===== config.mk =====
export PLATFORM = sky130hd
export DESIGN_NAME = danger_pos_gen
export DESIGN_NICKNAME = d
export VERILOG_FILES = /design/src/rtl/danger_pos_gen_pkg.sv /design/src/rtl/lfsr8.sv /design/src/rtl/danger_pos_gen.sv
export SDC_FILE = /design/constraint.sdc
export NUM_CORES = 1
export LEC_CHECK = 0
export ABC_AREA = 0
export BUFFER_PORTS_ARGS = -buffer_cell sky130_fd_sc_hd__buf_2
export CORE_AREA = 2 2 52 73
export DETAILED_ROUTE_END_ITERATION = 8
export DIE_AREA = 0 0 54 75
export PLACE_DENSITY = 0.72
export SETUP_SLACK_MARGIN = 0.5
export SLEW_MARGIN = 20
export SYNTH_ARGS = -nofsm -noshare
export SYNTH_HDL_FRONTEND = slang
export SYNTH_SLANG_ARGS = --single-unit

===== constraint.sdc =====
create_clock -name clk -period 2.5 [get_ports clk]
set_input_delay 0.375 -clock clk [delete_from_list [all_inputs] [get_ports clk]]
set_output_delay 0.375 -clock clk [all_outputs]
set_load 0.005 [all_outputs]

===== src/rtl/danger_pos_gen_pkg.sv =====
// Shared screen/obstacle constants and FSM encoding for the obstacle position generator.
package danger_pos_gen_pkg;

  localparam int SCREEN_W      = 320;
  localparam int GROUND        = 200;
  localparam int DANGER1_WIDTH = 26;
  localparam int DANGER1_H     = 32;

  typedef enum logic [1:0] {
    ST_IDLE   = 2'd0,
    ST_GAP    = 2'd1,
    ST_SCROLL = 2'd2
  } state_t;

  // A speed of zero would freeze the obstacle forever, so it scrolls at 1.
  function automatic logic [3:0] eff_step(input logic [3:0] speed);
    return (speed == 4'd0) ? 4'd1 : speed;
  endfunction

endpackage


===== src/rtl/lfsr8.sv =====
// 8-bit Fibonacci LFSR, x^8+x^6+x^5+x^4+1, shifting left; advances when en is high.
module lfsr8 #(
  parameter logic [7:0] SEED = 8'hA5
) (
  input  logic       clk,
  input  logic       rst,
  input  logic       en,
  output logic [7:0] q
);

  logic fb;
  assign fb = q[7] ^ q[5] ^ q[4] ^ q[3];

  always_ff @(posedge clk) begin
    if (rst)     q <= SEED;
    else if (en) q <= {q[6:0], fb};
  end

endmodule


===== src/rtl/danger_pos_gen.sv =====
// Obstacle spawn/scroll/retire FSM; all state moves only on frame_tick & run, i.e. during blanking.
module danger_pos_gen
  import danger_pos_gen_pkg::*;
#(
  parameter logic [8:0] SPAWN_POS = 9'(SCREEN_W + DANGER1_WIDTH),
  parameter logic [7:0] MIN_GAP   = 8'd16,
  parameter logic [7:0] GAP_MASK  = 8'h3F,
  parameter logic [7:0] LFSR_SEED = 8'hA5
) (
  input  logic       clk,
  input  logic       rst,
  input  logic       frame_tick,
  input  logic       run,
  input  logic [3:0] speed,
  output logic [8:0] pos,
  output logic       active,
  output logic       passed,
  output logic [1:0] state_dbg
);

  state_t     state, state_nxt;
  logic [8:0] pos_nxt;
  logic       active_nxt, passed_nxt;
  logic [7:0] gap_cnt, gap_nxt, gap_load, lfsr_q;
  logic [3:0] step;
  logic       evt;

  assign evt      = frame_tick & run;
  assign step     = eff_step(speed);
  // Gap is drawn from the LFSR value before this event's advance.
  assign gap_load = MIN_GAP + (lfsr_q & GAP_MASK);

  lfsr8 #(.SEED(LFSR_SEED)) u_lfsr (
    .clk (clk),
    .rst (rst),
    .en  (evt),
    .q   (lfsr_q)
  );

  always_ff @(posedge clk) begin
    if (rst) begin
      state   <= ST_IDLE;
      pos     <= '0;
      active  <= 1'b0;
      passed  <= 1'b0;
      gap_cnt <= '0;
    end else begin
      state   <= state_nxt;
      pos     <= pos_nxt;
      active  <= active_nxt;
      passed  <= passed_nxt;
      gap_cnt <= gap_nxt;
    end
  end

  always_comb begin
    state_nxt  = state;
    pos_nxt    = pos;
    active_nxt = active;
    passed_nxt = 1'b0;
    gap_nxt    = gap_cnt;
    if (evt) begin
      case (state)
        ST_IDLE: begin
          gap_nxt   = gap_load;
          state_nxt = ST_GAP;
        end
        ST_GAP: begin
          if (gap_cnt == 8'd0) begin
            pos_nxt    = SPAWN_POS;
            active_nxt = 1'b1;
            state_nxt  = ST_SCROLL;
          end else begin
            gap_nxt = gap_cnt - 8'd1;
          end
        end
        ST_SCROLL: begin
          // Clamp at zero: the last partial step retires rather than wraps.
          if (pos <= {5'd0, step}) begin
            pos_nxt    = '0;
            active_nxt = 1'b0;
            passed_nxt = 1'b1;
            gap_nxt    = gap_load;
            state_nxt  = ST_GAP;
          end else begin
            pos_nxt = pos - {5'd0, step};
          end
        end
        default: begin
          pos_nxt    = '0;
          active_nxt = 1'b0;
          state_nxt  = ST_IDLE;
        end
      endcase
    end
  end

  assign state_dbg = state;

endmodule


## Yosys cells after proc, flatten, opt, wreduce, memory -nomap -nowiden

Index checks and enable logic that the tools add are counted.

| storage, ports and cells | value |
|---|---|
| bits in registers | 29 |
| output and inout bits | 13 |
| logic and storage cells | 45 |
| bits in writable memories | 0 |
| bits in latches | 0 |
| ROM bits | 0 |
| memories kept | 0 |

| cells by class | value |
|---|---|
| mux-type cells | 14 |
| bitwise operators | 7 |
| eq/ne operators | 5 |
| shift-type cells | 0 |
| divide/modulo/power cells | 0 |
| $mul | 0 |
| add/sub/neg operators | 3 |
| magnitude comparators | 1 |
| reduce and logical (&&, ||, !) cells | 9 |

Operator list:

| cell | number |
|---|---|
| 9-bit one-hot mux with 3 select lines | 1 |
| 8-bit one-hot mux with 3 select lines | 1 |
| 9-bit 2-to-1 mux | 2 |
| 8-bit 2-to-1 mux | 2 |
| 9-bit by 4-bit less-or-equal comparator with 1-bit output | 1 |
| 9-bit by 4-bit subtractor with 9-bit output | 1 |
| 8-bit logical NOT | 1 |
| 4-bit AND reduction | 2 |
| 8-bit by 1-bit subtractor with 8-bit output (second input constant) | 1 |
| 5-bit by 6-bit adder with 7-bit output (first input constant) | 1 |
| 2-bit != test (second input constant) | 3 |
| 2-bit one-hot mux with 3 select lines | 1 |
| 3-bit AND reduction | 2 |
| 4-bit logical NOT | 1 |
| 2-bit 2-to-1 mux | 2 |
| 4-bit 2-to-1 mux | 1 |
| 1-bit 2-to-1 mux | 3 |
| 1-bit NOT | 3 |
| 1-bit one-hot mux with 3 select lines | 1 |
| 3-bit nonzero test | 1 |
| 3-bit OR reduction | 1 |
| 1-bit bitwise XOR | 3 |
| 2-bit by 1-bit == test with 1-bit output (second input constant) | 1 |
| 2-bit == test (second input constant) | 1 |
| other kinds (2) | 2 |

## Depth between registers and ports, before layout

Gate-level depths: netlist of the first run.

| logic depth | value |
|---|---|
| depth after elaboration | 5 |
| mapped depth | 11 |
| mapped depth without buffers | 11 |

## Cells and area by module

From an unflattened synthesis of the first run, not the netlist that was laid out.

| second synthesis, totals | value |
|---|---|
| cell total of the unflattened synthesis | 225 |
| area total of the unflattened synthesis | 1838.0 µm² |

By module, submodules not included:

| module | instances | seq. area each (µm²) | cells an instance | area an instance (µm²) |
|---|---|---|---|---|
| danger_pos_gen | 1 | 420.4 | 196 | 1535.2 |
| lfsr8 | 1 | 160.2 | 29 | 302.8 |

## Least setup slack after synthesis of the first run

Ideal clock, no wire load.

| timing | value |
|---|---|
| path type | input-to-reg |
| from | in speed[1] |
| to | reg pos[6] |
| setup time | 134 ps |
| path slack | 306 ps |
| cell stages on the path | 11 |
| data arrival time | 2060 ps |
| cell sequence | inv_1 -> a31o_2 -> ha_1 -> inv_1 -> fa_1 -> a21o_1 -> a21boi_0 -> and2b_2 -> o21ai_1 -> nand3b_1 -> o311ai_1 |

| between the ends | value |
|---|---|
| longest elaborated chain between the ends | 5 |

RTL lines:

| element | RTL line | RTL |
|---|---|---|
| start: declaration | danger_pos_gen.sv:14 | `input logic [3:0] speed,` |
| 4-bit logical NOT | danger_pos_gen_pkg.sv:17 | `return (speed == 4'd0) ? 4'd1 : speed;` |
| 4-bit 2-to-1 mux * | danger_pos_gen_pkg.sv:17 |  |
| 9-bit by 4-bit subtractor with 9-bit output / 9-bit by 4-bit less-or-equal comparator with 1-bit output (equally long branches) | danger_pos_gen.sv:86, danger_pos_gen.sv:79 |  |
| 9-bit 2-to-1 mux * | danger_pos_gen.sv:79 | `if (pos <= {5'd0, step}) begin` |
| 9-bit one-hot mux with 3 select lines * | danger_pos_gen.sv:63 | `case (state)` |
| end signal: assignment | danger_pos_gen.sv:49 | `pos <= pos_nxt;` |
| end: declaration | danger_pos_gen.sv:15 | `output logic [8:0] pos,` |

Mark *: on every way between the ends. The rest lies on a longest branch, timed or not.
A chain may end at the register's enable or synchronous reset.

## Worst setup path in the final report of the first run

| timing | value |
|---|---|
| from | reg pos[2] |
| to | reg gap_cnt[3] |

| between the ends | value |
|---|---|
| longest elaborated chain between the ends | 3 |

RTL lines:

| element | RTL line | RTL |
|---|---|---|
| 9-bit by 4-bit less-or-equal comparator with 1-bit output | danger_pos_gen.sv:79 |  |
| 2-bit != test (no line) | - |  |
| 4-bit AND reduction (no line) | - |  |
| end signal: assignment | danger_pos_gen.sv:52 | `gap_cnt <= gap_nxt;` |
| end: declaration | danger_pos_gen.sv:24 | `logic [7:0] gap_cnt, gap_nxt, gap_load, lfsr_q;` |

Every way passes these cells.

==> results of run 1 <==
==> power by group through the flow <==
| stage | Clock (mW) | Sequential, mW | Combinational, mW |
|---|---|---|---|
| after floorplan | 0 | 0.518 | 0.193 |
| after global placement | 0 | 0.523 | 0.250 |
| after detailed placement | 0 | 0.524 | 0.255 |
| after CTS | 0.384 | 0.514 | 0.261 |
| after global routing | 0.401 | 0.519 | 0.316 |
| final | 0.377 | 0.515 | 0.282 |
==> repair_timing <==
action	4_1_cts	5_1_grt
setup endpoints to repair	9	16
pin swaps	4	2
resized for setup	5	9
setup buffers	2	5
==> cells in the mapped netlist, types with 4 or more instances <==
cell type   n  area share [%]
nand2_1    20             4.2
o21ai_1     7             2.0
nand2b_1    4             1.4
ha_1       12             8.4
dfxtp_1    29              32
xnor2_1     4             2.0
a21oi_1    21             5.9
nor2_1     20             4.2
inv_1      12             2.5
a211o_1     4             2.0
and3_1      5             1.7
nand3_1     9             2.5
o21ai_0     6             1.7
==> metal layers <==
layer  global-route usage, %  wire length [µm]  up-vias
met1                    23.9              1680      801
met4                    13.3               110        0
met3                    5.16               141       11
met2                    41.6              2280       37
li1                        -                 -      841
met5                       0                 0        -
==> flip-flops by register name, summed over array words and instances, names as in the netlist <==
register	count
u_lfsr.q	8
passed	1
active	1
gap_cnt	8
pos	9
state_dbg	2
==> final cells by class <==
type                       instances  area share [%]
inverter                          12            2.76
timing repair buffer              30            8.29
clock buffer                       6            3.34
tap                               40            2.30
clock inverter                     2           0.460
multi-input combinational        168            55.9
sequential                        29            26.9
==> metrics by stage <==
stage                     cell area [µm²]  worst slack, ns  instances  hold slack [ns]
after floorplan                      1840            0.438        215            0.432
after global placement               1980            0.166        272            0.439
after detailed placement             1980            0.117        272            0.445
after CTS                            2100            0.492        282            0.429
after global routing                 2170            0.350        287            0.455
final                                2170            0.471        287            0.430
==> how the worst max path moves through the flow <==
stage / slack, ns / from / endpoint / depth (start not counted)
after floorplan: 0.44 / speed[3] / gap_cnt[3]$_SDFFE_PP0P_ / 9
after global placement: 0.17 / speed[3] / gap_cnt[3]$_SDFFE_PP0P_ / 10
after detailed placement: 0.12 / speed[3] / gap_cnt[3]$_SDFFE_PP0P_ / 10
after CTS: 0.49 / pos[2]$_SDFFE_PP0P_ / gap_cnt[3]$_SDFFE_PP0P_ / 7
after global routing: 0.35 / pos[2]$_SDFFE_PP0P_ / gap_cnt[3]$_SDFFE_PP0P_ / 7
final: 0.47 / pos[2]$_SDFFE_PP0P_ / gap_cnt[3]$_SDFFE_PP0P_ / 7
==> cell families after synthesis <==
family / after synthesis / synth area share, %
multiplexers: 1 / 0.560
AO/OA/AOI/OAI: 66 / 25.7
AND/OR/NAND/NOR: 82 / 24.6
buffers and inverters: 18 / 4.27
flip-flops: 29 / 32.5
XOR/XNOR: 6 / 2.94
adder cells (fa/ha/maj): 13 / 9.52
==> critical path, cell delays in order, from the launching register on <==
cell and delay (ns):
dfxtp_2 0.35, ha_4 0.20, o21a_1 0.18, o21a_2 0.23
a2111oi_4 0.47, nand2_2 0.20, a32oi_1 0.19, a21oi_1 0.08
==> metrics.yaml, run 1 <==
synthFlopType: "dfxtp_1"
min_path_cells: 3
endpoint_kind: "flop"
coreArea_mm2: 0.00338
dp_hpwl_um: 3010
fp.dieH_um: 75
drv_slew: 0
nFillCells: 314
timing.fmax_ghz: 0.493
worst_pin_slew_ns: 0.686
antenna_found_initial: 0
hold_viol: 0
ctsLongestPathBuffers: 2
insertion_delay_ns: 0.28
min_from: "frame_tick"
grt_pass1_vias: 1601
drtAntennaViolNets: 0
worstPathRequired_ns: 2.64
hold_path_class: "in2reg"
wirelength_um: 4210
crit_fanout: 8
die_area_mm2: 0.00405
timing.rr.start: "pos[2]$_SDFFE_PP0P_"
cell_internal_pwr_uw: 802
final_common_cell: "dfxtp_1"
clkSinkCount: 29
yosysSeqAreaShare_pct: 32.5
tns_ns: 0
rows: 25
syn_area_per_cell_um2: 8.32
final-setup-viol-count: 0
hold_path_end: "u_lfsr.q[1]$_SDFFE_PP0P_"
p_seq_share_pct: 43.9
grt_max_degree: 31
r2r_slack_ns: 0.47
post_route_cells_drive_above_1_share_pct: 27.5
syn_area_mm2: 0.00179
cts_tree: "yes"
clkPwrFrac_pct: 32.1
yosysWarnings: 0
syn_nets: 236
status: "finished clean"
relSlewSlack_pct: 53.6
antenna_cells: 0
max-cap-violations: 0
critPathKind: "reg2reg"
drc_errors: 0
path_clk_slew_ns: 0.07
multi_input_area_mm2: 0.00122
final.min_clock_period_ns: 2.03
finalNetCount: 267
grt_pass1_wl_um: 6860
fin_skew_ns: 0.00546
combPwrFrac_pct: 24.0
first_pass_iters: 4
p_sw_uw: 372
synth_edf_count: 0
startpoint_type: "flop"
totalPowerFinal_mw: 1.17
htreeDepth: 2
drt_iter0_drc: 43
synth_cell_type_count: 56
wl_per_cell_um: 14.7
grt_usage_pct: 23.1
io_pins: 21
cts_hold_buf: 0
cts_buffers: 5
worstPathArrival_ns: 2.17
vias: 1690
area_growth_pct: 21.6
via_per_inst: 5.89
reg2reg_depth: 7
ir_drop_v: 0.000688
portBuffers: 20
final_cell_mix: "dfxtp_1, a21oi_1, nor2_1, nand2_1, buf_2"
leakage_nw: 0.870
grt-ovfl-total: 0
gp_congestion: 0.849
switching_share_pct: 31.7
final_core_util_pct: 64.4
register_area_um2: 586
reg2reg_to: "gap_cnt[3]$_SDFFE_PP0P_"
async_flop_share_pct: 0
syn_inst: 215
period_share_pct: 81.2
start_util_pct: 52.9
p_per_area_mw_per_mm2: 540
die_w_um: 54
rsz0062_at_grt: "true"
ys_ff_latch: 29
cts-root-buf: "clkbuf_8"
Note: power is estimated with default switching activity, not from simulation.
==> inputs of run 2 (changes only) <==
--- a/config.mk
+++ b/config.mk
@@ -5,12 +5,12 @@
 export SDC_FILE = /design/constraint.sdc
 export NUM_CORES = 1
 export LEC_CHECK = 0
-export ABC_AREA = 0
+export ABC_AREA = 1
 export BUFFER_PORTS_ARGS = -buffer_cell sky130_fd_sc_hd__buf_2
-export CORE_AREA = 2 2 52 73
+export CORE_AREA = 2 2 54 76
 export DETAILED_ROUTE_END_ITERATION = 8
-export DIE_AREA = 0 0 54 75
-export PLACE_DENSITY = 0.72
+export DIE_AREA = 0 0 56 78
+export PLACE_DENSITY = 0.71
 export SETUP_SLACK_MARGIN = 0.5
 export SLEW_MARGIN = 20
 export SYNTH_ARGS = -nofsm -noshare
==> constraint.sdc (replaced) <==
create_clock -name clk -period 1.7 [get_ports clk]
set_input_delay 0.255 -clock clk [delete_from_list [all_inputs] [get_ports clk]]
set_output_delay 0.255 -clock clk [all_outputs]
set_load 0.005 [all_outputs]
==> run 2 against run 1 <==
  * Non-clock buffer count grew 25
  * Clock-buffer cell count grew 1
  * Register-to-register slack lost 0.43 ns
  * Final area grew 26%
  * Critical path depth grew 3
  * Worst hold slack lost 0.10 ns
  * First-iteration DRC count grew 33%
  * Synthesized cell count grew 24%
  * Final cell count grew 28%
  * Combinational power grew 130%
  * Highest routed layer unchanged
==> metrics.yaml, run 2 <==
wirelength_um: 5160  # +23%
post_route_cells_drive_above_1_share_pct: 46.9  # +19 points
synth.largest_area_cell: "dfxtp_1"
crit_fanout: 4  # -4
synthTopCellsByCount: "nand2_1, dfxtp_1, inv_1, nor2_1, a21oi_1"
worst_pin_slew_ns: 0.662  # -0.0240 ns
synth_edf_count: 0  # unchanged
layout.cells.non_filler: 366  # +28%
gp_congestion: 0.850  # about the same
die_w_um: 56  # +3.7%
place_ws_ns: -0.156  # -0.273 ns
final_core_util_pct: 75.2  # +11 points
timing.fmax_ghz: 0.604  # +22%
worstPathRequired_ns: 1.91  # -0.73 ns
period_share_pct: 97.4  # +16 points
syn_nets: 287  # +22%
synthTopCellsByArea: "dfxtp_1, nand2_1, ha_1, inv_1, nor2_1"
relSlewSlack_pct: 55.8  # +2.2 points
first_pass_iters: 4  # unchanged
cts_tree: "yes"
finalNetCount: 344  # +29%
syn_area_mm2: 0.00184  # +3.0%
cts_buffers: 5  # unchanged
hold_viol: 0  # unchanged
insertion_delay_ns: 0.28  # about the same
worstPathArrival_ns: 1.87  # -0.30 ns
clkSinkCount: 29  # unchanged
path_clk_slew_ns: 0.06  # about the same
final_common_cell: "nand2_1"
startpoint_type: "flop"
coreArea_mm2: 0.00364  # +7.9%
p_seq_share_pct: 37.2  # -6.7 points
multi_input_area_mm2: 0.00142  # +16%
final_cell_mix: "nand2_1, buf_4, nor2_1"
grt_pass1_vias: 2027  # +27%
critPathKind: "reg2reg"
synthFlopType: "dfxtp_1"
nFillCells: 285  # -9.2%
rsz0062_at_grt: "true"
ys_ff_latch: 29  # unchanged
yosysSeqAreaShare_pct: 31.5  # -0.95 points
top_register: "pos"
async_flop_share_pct: 0  # unchanged
die_area_mm2: 0.00437  # +7.9%
switching_share_pct: 32.3  # +0.63 points
dp_hpwl_um: 3490  # +16%
antenna_cells: 0  # unchanged
grt_pass1_wl_um: 8760  # +28%
cts-root-buf: "clkbuf_8"
register_area_um2: 593  # +1.3%
status: "finished clean"
ir_drop_v: 0.000871  # +27%
via_per_inst: 5.35  # -9.2%
drtAntennaViolNets: 0  # unchanged
start_util_pct: 50.5  # -2.4 points
leakage_nw: 1.26  # +44%
syn_area_per_cell_um2: 6.92  # -17%
syn_inst: 266  # +24%
grt-ovfl-total: 0  # unchanged
synth_cell_type_count: 37  # -34%
endpoint_kind: "flop"
synth.top_cell.area_share_pct: 31.5  # -0.95 points
rows: 26  # +4.0%
cts_hold_buf: 0  # unchanged
p_sw_uw: 653  # +76%
grt_usage_pct: 25.0  # +1.8 points
drv_slew: 0  # unchanged
totalPowerFinal_mw: 2.02  # +72%
max-cap-violations: 0  # unchanged
r2r_slack_ns: 0.04  # -0.43 ns
clkPwrFrac_pct: 31.1  # -1.0 points
yosysWarnings: 0  # unchanged
portBuffers: 20  # unchanged
layout_setup_ws_ns: 0.0438  # -0.427 ns
p_per_area_mw_per_mm2: 738  # +37%
htreeDepth: 2  # unchanged
grt_max_degree: 19  # -39%
fp.dieH_um: 78  # +4.0%
vias: 1957  # +16%
antenna_found_initial: 0  # unchanged
placed_cells: 347  # +28%
drc_errors: 0  # unchanged
largest_reg_flops: 9  # unchanged
postPlaceCellArea_mm2: 0.00225  # +13%
cell_internal_pwr_mw: 1.37  # +71%
final.min_clock_period_ns: 1.66  # -0.373 ns
ctsLongestPathBuffers: 2  # unchanged
finalInstanceArea_mm2: 0.00274  # +26%
area_growth_pct: 48.8
io_pins: 21  # unchanged
yosysMostFrequentCell: "nand2_1"
hold_path_class: "in2reg"
fin_skew_ns: 0.00336  # -0.00210 ns
final-setup-viol-count: 0  # unchanged
wl_per_cell_um: 14.1  # -3.9%
largest_registers: "pos: 9 flops, gap_cnt: 8 flops, u_lfsr.q: 8 flops"
combPwrFrac_pct: 31.7  # +7.7 points
drt_iter0_drc: 57  # +33%
-- run 2: repair_timing --
action / CTS / global route
setup buffers: 8 / 3
pin swaps: 23 / 16
cloned: 0 / 0
gates resized for setup: 51 / 40
setup endpoints to repair: 21 / 22
-- run 2: routing by layer --
layer	routed length (µm)	part of all wire [%]	vias to the layer above	GRT usage, %
met1	1870	36	922	26.1
met5	0	0	-	0
li1	-	-	981	-
met2	2960	57	39	46.4
met4	183	3.5	0	13.6
met3	141	2.7	15	4.17
-- run 2: per-stage QoR --
step	setup TNS, ns	hold slack (ns)
after floorplan	0	0.395
after global placement	-1.18	0.440
after detailed placement	-1.78	0.451
after CTS	0	0.302
after global routing	-0.102	0.342
final	0	0.330
-- run 2: logic make-up (layout without fill, tap and decap cells) --
| family | Yosys count | in the layout | synth area share, % |
|---|---|---|---|
| buffers and inverters | 40 | 98 | 8.70 |
| AOI/OAI and AO/OA | 47 | 47 | 13.9 |
| xor gates and xnor gates | 6 | 6 | 2.85 |
| and+or+nand+nor | 131 | 131 | 33.8 |
| adders and majority gates | 13 | 13 | 9.24 |
| DFF | 29 | 29 | 31.5 |
-- run 2: final timing paths --
kind	startpoint	to	cells after the start
setup / recovery	pos[3]$_SDFFE_PP0P_	state_dbg[1]$_SDFFE_PP0P_	10
hold / removal	rst	gap_cnt[3]$_SDFFE_PP0P_	2
setup reg to reg	pos[3]$_SDFFE_PP0P_	state_dbg[1]$_SDFFE_PP0P_	10
hold reg to reg	u_lfsr.q[6]$_SDFFE_PP0P_	u_lfsr.q[7]$_SDFFE_PP1P_	2
-- run 2: layout make-up --
| cell class | count | share of cell area [%] |
|---|---|---|
| inverter | 35 | 6.44 |
| clock buffer | 7 | 3.52 |
| multi-input combinational | 197 | 51.7 |
| sequential | 29 | 21.6 |
| clock inverter | 1 | 0.183 |
| timing repair buffer | 55 | 14.6 |
| tap | 42 | 1.92 |
-- run 2: power by group through the flow --
| stage | registers, mW | clock network [mW] | logic (mW) |
|---|---|---|---|
| 4_1_cts | 0.752 | 0.640 | 0.570 |
| 2_1_floorplan | 0.760 | 0 | 0.327 |
| 3_3_place_gp | 0.762 | 0 | 0.465 |
| 5_1_grt | 0.757 | 0.676 | 0.705 |
| 6_report | 0.752 | 0.628 | 0.641 |
| 3_5_place_dp | 0.763 | 0 | 0.473 |
-- run 2: critical path, stage by stage (launching register included) --
cell and delay, ns:
dfxtp_2 0.33, ha_4 0.29, inv_4 0.04, nor2_4 0.10, nand3_2 0.11, nand4_4 0.11, nand3_4 0.14, buf_6 0.16
nand2_4 0.09, o21ai_2 0.07, a21oi_2 0.13
